### config.mk
export PLATFORM = sky130hd
export DESIGN_NAME = bit_serial_add_ctrl
export DESIGN_NICKNAME = d
export VERILOG_FILES = /design/src/rtl/bit_serial_add_ctrl.sv
export SDC_FILE = /design/constraint.sdc
export NUM_CORES = 1
export LEC_CHECK = 0
export CORE_AREA = 2 2 65 67
export DETAILED_ROUTE_END_ITERATION = 10
export DIE_AREA = 0 0 67 69
export PLACE_DENSITY = 0.78
export SETUP_SLACK_MARGIN = 0.4
export SYNTH_ARGS = -nofsm -noshare
export SYNTH_HDL_FRONTEND = slang
export SYNTH_SLANG_ARGS = --single-unit
### constraint.sdc
create_clock -name clk -period 1.4 [get_ports clk]
set_input_delay 0.21 -clock clk [delete_from_list [all_inputs] [get_ports clk]]
set_output_delay 0.21 -clock clk [all_outputs]
set_load 0.01 [all_outputs]
### src/rtl/bit_serial_add_ctrl.sv
// Bit-serial adder/subtractor controller.
// One full-adder cell processes one operand bit per RUN cycle, LSB first.
// Operands are captured on the start edge, so later input changes cannot
// disturb the operation. The result registers only change on completion.
module bit_serial_add_ctrl #(
    parameter int WIDTH = 8
) (
    input  logic             clk,
    input  logic             rst,
    input  logic             start,
    input  logic             sub,
    input  logic [WIDTH-1:0] a,
    input  logic [WIDTH-1:0] b,
    input  logic             cin,
    output logic             busy,
    output logic             done,
    output logic [WIDTH-1:0] sum,
    output logic             cout,
    output logic             ovf
);

    localparam int            CW   = (WIDTH > 1) ? $clog2(WIDTH) : 1;
    localparam logic [CW-1:0] LAST = CW'(WIDTH - 1);

    typedef enum logic [1:0] {
        S_IDLE = 2'd0,
        S_RUN  = 2'd1,
        S_DONE = 2'd2
    } state_t;

    state_t          state_q;
    logic [CW-1:0]   cnt_q;
    logic            carry_q;
    logic            busy_q;
    logic            done_q;
    logic [WIDTH-1:0] sum_q;
    logic            cout_q;
    logic            ovf_q;

    // Working shift registers: operands shift right, result fills from the top.
    logic [WIDTH-1:0] opa_q;
    logic [WIDTH-1:0] opb_q;
    logic [WIDTH-1:0] res_q;

    logic             fa_sum_d;
    logic             fa_carry_d;
    logic [WIDTH-1:0] res_d;
    logic             last_bit_d;
    logic             accept_d;

    // Single full-adder cell on the current LSBs plus the carry register.
    always_comb begin
        fa_sum_d   = opa_q[0] ^ opb_q[0] ^ carry_q;
        fa_carry_d = (opa_q[0] & opb_q[0]) | (opa_q[0] & carry_q) | (opb_q[0] & carry_q);
        res_d      = {fa_sum_d, res_q[WIDTH-1:1]};
        last_bit_d = (cnt_q == LAST);
        accept_d   = (state_q == S_IDLE) && start;
    end

    // Control FSM with registered busy/done and result outputs.
    always_ff @(posedge clk or posedge rst) begin
        if (rst) begin
            state_q <= S_IDLE;
            cnt_q   <= '0;
            carry_q <= 1'b0;
            busy_q  <= 1'b0;
            done_q  <= 1'b0;
            sum_q   <= '0;
            cout_q  <= 1'b0;
            ovf_q   <= 1'b0;
        end else begin
            case (state_q)
                S_IDLE: begin
                    done_q <= 1'b0;
                    if (start) begin
                        state_q <= S_RUN;
                        busy_q  <= 1'b1;
                        // Subtraction is a + ~b + 1, so the carry seeds to 1.
                        carry_q <= sub ? 1'b1 : cin;
                        cnt_q   <= '0;
                    end
                end
                S_RUN: begin
                    carry_q <= fa_carry_d;
                    cnt_q   <= cnt_q + 1'b1;
                    if (last_bit_d) begin
                        state_q <= S_DONE;
                        busy_q  <= 1'b0;
                        done_q  <= 1'b1;
                        sum_q   <= res_d;
                        cout_q  <= fa_carry_d;
                        // Carry into the MSB differs from carry out of it.
                        ovf_q   <= carry_q ^ fa_carry_d;
                    end
                end
                S_DONE: begin
                    state_q <= S_IDLE;
                    done_q  <= 1'b0;
                end
                default: begin
                    state_q <= S_IDLE;
                    busy_q  <= 1'b0;
                    done_q  <= 1'b0;
                end
            endcase
        end
    end

    // Operand capture and bit shifting; contents are don't-care outside RUN.
    always_ff @(posedge clk) begin
        if (accept_d) begin
            opa_q <= a;
            opb_q <= sub ? ~b : b;
            res_q <= '0;
        end else if (state_q == S_RUN) begin
            opa_q <= {1'b0, opa_q[WIDTH-1:1]};
            opb_q <= {1'b0, opb_q[WIDTH-1:1]};
            res_q <= res_d;
        end
    end

    assign busy = busy_q;
    assign done = done_q;
    assign sum  = sum_q;
    assign cout = cout_q;
    assign ovf  = ovf_q;

endmodule

==> impl_metrics.csv <==
group,metric,value,unit
worst_setup_path,critPathBufInv,1,
sta,hold_viol,0,
detailed_routing,total_length_of_routed_wires,3590,um
yosys,share_of_the_synthesized_area_in_the_top_cell_type,28.0,%
worst_setup_path,worstSetupEndpointType,"flip-flop",
sta,min_period_over_period,99.4,%
yosys,synthMostInstantiatedCell,"sky130_fd_sc_hd__dfrtp_1",
worst_setup_path,critical_path_class,"reg -> reg",
worst_setup_path,timing.critical_path.max_delay_family,"flip-flops",
global_routing,globalRouteOverflowTotal,0,
pwr,switching_share,29.8,%
yosys,synth_seq_cells,41,
outcome,outcome,"completed",
clocking,numClockSinks,41,
yosys,synth_enable_flop_cells,16,
yosys,synth_async_sr_flop_share,43.9,%
sta,least_setup_slack_across_all_paths_after_layout,0.00884,ns
worst_setup_path,worst_ep_required_time,1.45,ns
clocking,hold_bufs_inserted_after_cts,0,
detailed_routing,routed_via_density,4.99,
yosys,synth_commonest_cells,"18 x sky130_fd_sc_hd__dfrtp_1, 16 x sky130_fd_sc_hd__edfxtp_1, 13 x sky130_fd_sc_hd__mux2_2",
yosys,synth_ff_type,"sky130_fd_sc_hd__dfrtp_1",
pwr,intPower,0.00383,W
finish,final_layout_size_suffix_gt1_share,44.0,%
global_routing,pin_count_of_the_biggest_net_entering_global_routing,19,
floorplanning,design.portCount,33,
detailed_routing,dr.pass1.iters,4,
yosys,synth_largest_area_cell,"sky130_fd_sc_hd__edfxtp_1",
pwr,netSwitchingPower,0.00163,W
pwr,max_rail_drop_vdd,0.949,mV
clocking,clk_path_buf_depth,2,
sta,final_setup_violation_count,0,
worst_setup_path,crit_start,"state_q[0]",
global_routing,global_route.usage.total,16.2,%
place,globalplace.congestion,0.739,
yosys,syn_inst,120,
sta,shortest_period_the_worst_path_allows,1.39,ns
yosys,postSynthAreaPerCell,14.3,um2
pwr,p_seq_share,40.9,%
yosys,most_area_consuming_cells_after_synthesis,"sky130_fd_sc_hd__edfxtp_1 28%, sky130_fd_sc_hd__dfrtp_1 26%, sky130_fd_sc_hd__mux2_2 8.5%",
floorplanning,die_area,4620,um2
detailed_routing,post_dr_wirelength_cell,15.3,um
floorplanning,floorplan.core_area,3910,um2
floorplanning,core.rowCount,23,
worst_setup_path,endpoint,"opa_q[4]",
pwr,p_leak,1.15,nW
clocking,cts.htree.levels,2,
worst_setup_path,critical_path.reg2reg.startpoint,"state_q[0]",
worst_setup_path,crit_path_start_kind,"flip-flop",
finish,post-route-util,64.5,%
worst_setup_path,timing.critical_path.slowest_stage_cell,"sky130_fd_sc_hd__dfrtp_2",
worst_setup_path,largest_fanout_on_the_critical_path,8,
yosys,post_synth_instance_area,1710,um2
detailed_routing,detail-route-antenna-nets,0,
pwr,clockPowerShare,16.7,%
sta,rsz0062_at_grt,"yes",
worst_setup_path,cpPeakStageDelay,0.43,ns
worst_setup_path,worstRegToRegCells,3,
finish,diodes,0,
detailed_routing,dr.first_iter.drc_count,38,
worst_setup_path,rr_endpoint,"opa_q[4]",
place,pre_cts_setup_slack,-0.309,ns
worst_setup_path,cp_num_cells,3,
sta,final_max_slew_viol_count,0,
yosys,yosysWarnings,0,
worst_setup_path,arrival_worst_endpoint,1.44,ns
yosys,syn-num-nets,144,
sta,slew_headroom,84.3,%
pwr,p_comb_share,42.3,%
yosys,synth-seq-area-share,62.5,%
floorplanning,initial_core_util,43.8,%
detailed_routing,routed-via-count,1168,
global_routing,grt_antenna_before_repair,0,
clocking,worst_setup_hold_path_clk_slew,0.08,ns
sta,whs,0.233,ns
run,max_cap_viol_count,0,
clocking,clock_tree.root_cell,"sky130_fd_sc_hd__clkbuf_8",
global_routing,grt_pass1_vias,1220,
detailed_routing,detail_route.drc_violations,0,
clocking,num_cts_buffers,5,
worst_setup_path,timing.critical_path.cells,"nor3b_4, buf_12, mux2_4",
sta,max_freq,719,MHz
worst_setup_path,rrSetupSlack,0.009,ns
clocking,tritoncts,"built",
sta,worst_slew_pin_slew,0.235,ns
worst_hold_path,hp-class,"in -> async",
place,port-buffer-count,32,
global_routing,grt_first_pass_wirelength,5670,um
floorplanning,die_height,69,um
finish,area_delta_synth_final,47.5,%
yosys,yosys.cell_types.count,27,
finish,post_layout_net_count,207,
clocking,clock_insertion_delay_worst_skew,0.30,ns
sta,fin_worst_skew,0.00920,ns
pwr,power_per_cell_area,2160,nW/um2
place,dpl_hpwl,2230,um
floorplanning,floorplan.die.width,67,um
pwr,post-layout-total-power,0.00546,W
## flip-flops by register name, summed over array words and instances (netlist names)
signal / count
opb_q: 8
busy: 1
res_q: 7
done: 1
ovf: 1
sum: 8
opa_q: 8
cnt_q: 3
cout: 1
state_q: 2
carry_q: 1
## metal layers
metal	GRT usage, %	routed length [um]	vias up	share of wire (%)
met2	27.2	1900	37	53
met5	0	0	-	0
met3	5.87	198	4	5.5
met1	19.8	1460	572	41
li1	-	-	555	-
met4	3.40	29	0	0.81
## metrics by stage
stage	area [um2]	TNS [ns]	instances
finish	2530	0	234
global route	2530	-0.266	234
CTS	2410	0	226
detailed placement	2230	-10.72	207
global placement	2230	-8.94	207
floorplan	1790	-1.08	120
## power groups by stage
stage | clock (W) | sequential (W) | combinational [W]
after global placement | 0 | 0.00222 | 0.00187
after global routing | 0.000987 | 0.00229 | 0.00250
final | 0.000914 | 0.00223 | 0.00231
after floorplan | 0 | 0.00226 | 0.00120
after CTS | 0.000935 | 0.00222 | 0.00210
after detailed placement | 0 | 0.00226 | 0.00195
## logic make-up after synthesis
group,Yosys count,share of synthesized area [%]
AND/OR/NAND/NOR,18,6.43
XOR/XNOR,9,4.60
adder cells (fa/ha/maj),3,2.63
AO/OA/AOI/OAI,23,9.35
buffers and inverters,9,3.29
multiplexers,17,11.2
flip-flops,41,62.5
## worst min-delay path by stage
| stage | to | slack [ns] |
|---|---|---|
| 5_1_grt | ovf | 0.27 |
| 6_report | ovf | 0.23 |
| 3_5_place_dp | busy | 0.47 |
| 4_1_cts | sum[2] | 0.24 |
| 2_1_floorplan | busy | 0.15 |
| 3_3_place_gp | res_q[1] | 0.46 |
## worst reg2reg max path, stage by stage (launching register included)
cell	delay, ns
sky130_fd_sc_hd__dfrtp_2	0.43
sky130_fd_sc_hd__nor3b_4	0.24
sky130_fd_sc_hd__buf_12	0.17
sky130_fd_sc_hd__mux2_4	0.30
## cell type report
type,count,area (um2)
Fill cell,316,1390
Sequential cell,41,1070
Multi-Input combinational cell,72,743
Timing Repair Buffer,60,520
Clock buffer,8,111
Tap cell,50,62.6
Inverter,3,15.0
## placed cells by master (no fill, tap or decap), types with 2 or more instances in the layout
cell type,n
sky130_fd_sc_hd__xnor2_1,8
sky130_fd_sc_hd__mux2_4,16
sky130_fd_sc_hd__clkbuf_8,6
sky130_fd_sc_hd__o21ai_1,3
sky130_fd_sc_hd__dfrtp_2,2
sky130_fd_sc_hd__a22o_1,9
sky130_fd_sc_hd__ha_4,2
sky130_fd_sc_hd__clkdlybuf4s50_1,20
sky130_fd_sc_hd__buf_6,4
sky130_fd_sc_hd__buf_2,11
sky130_fd_sc_hd__dfxtp_1,7
sky130_fd_sc_hd__nor2_1,9
sky130_fd_sc_hd__dfrtp_1,16
sky130_fd_sc_hd__a21oi_1,7
sky130_fd_sc_hd__buf_4,22
sky130_fd_sc_hd__edfxtp_1,16
sky130_fd_sc_hd__buf_12,2
sky130_fd_sc_hd__nand3b_4,2
## what timing repair did
action | CTS | global route
pin swaps | 2 | 3
cloned | 2 | 1
buffers inserted | 9 | 7
gates resized for setup | 60 | 10
setup endpoints to repair | 68 | 69
(Power assumes the default switching activity.)
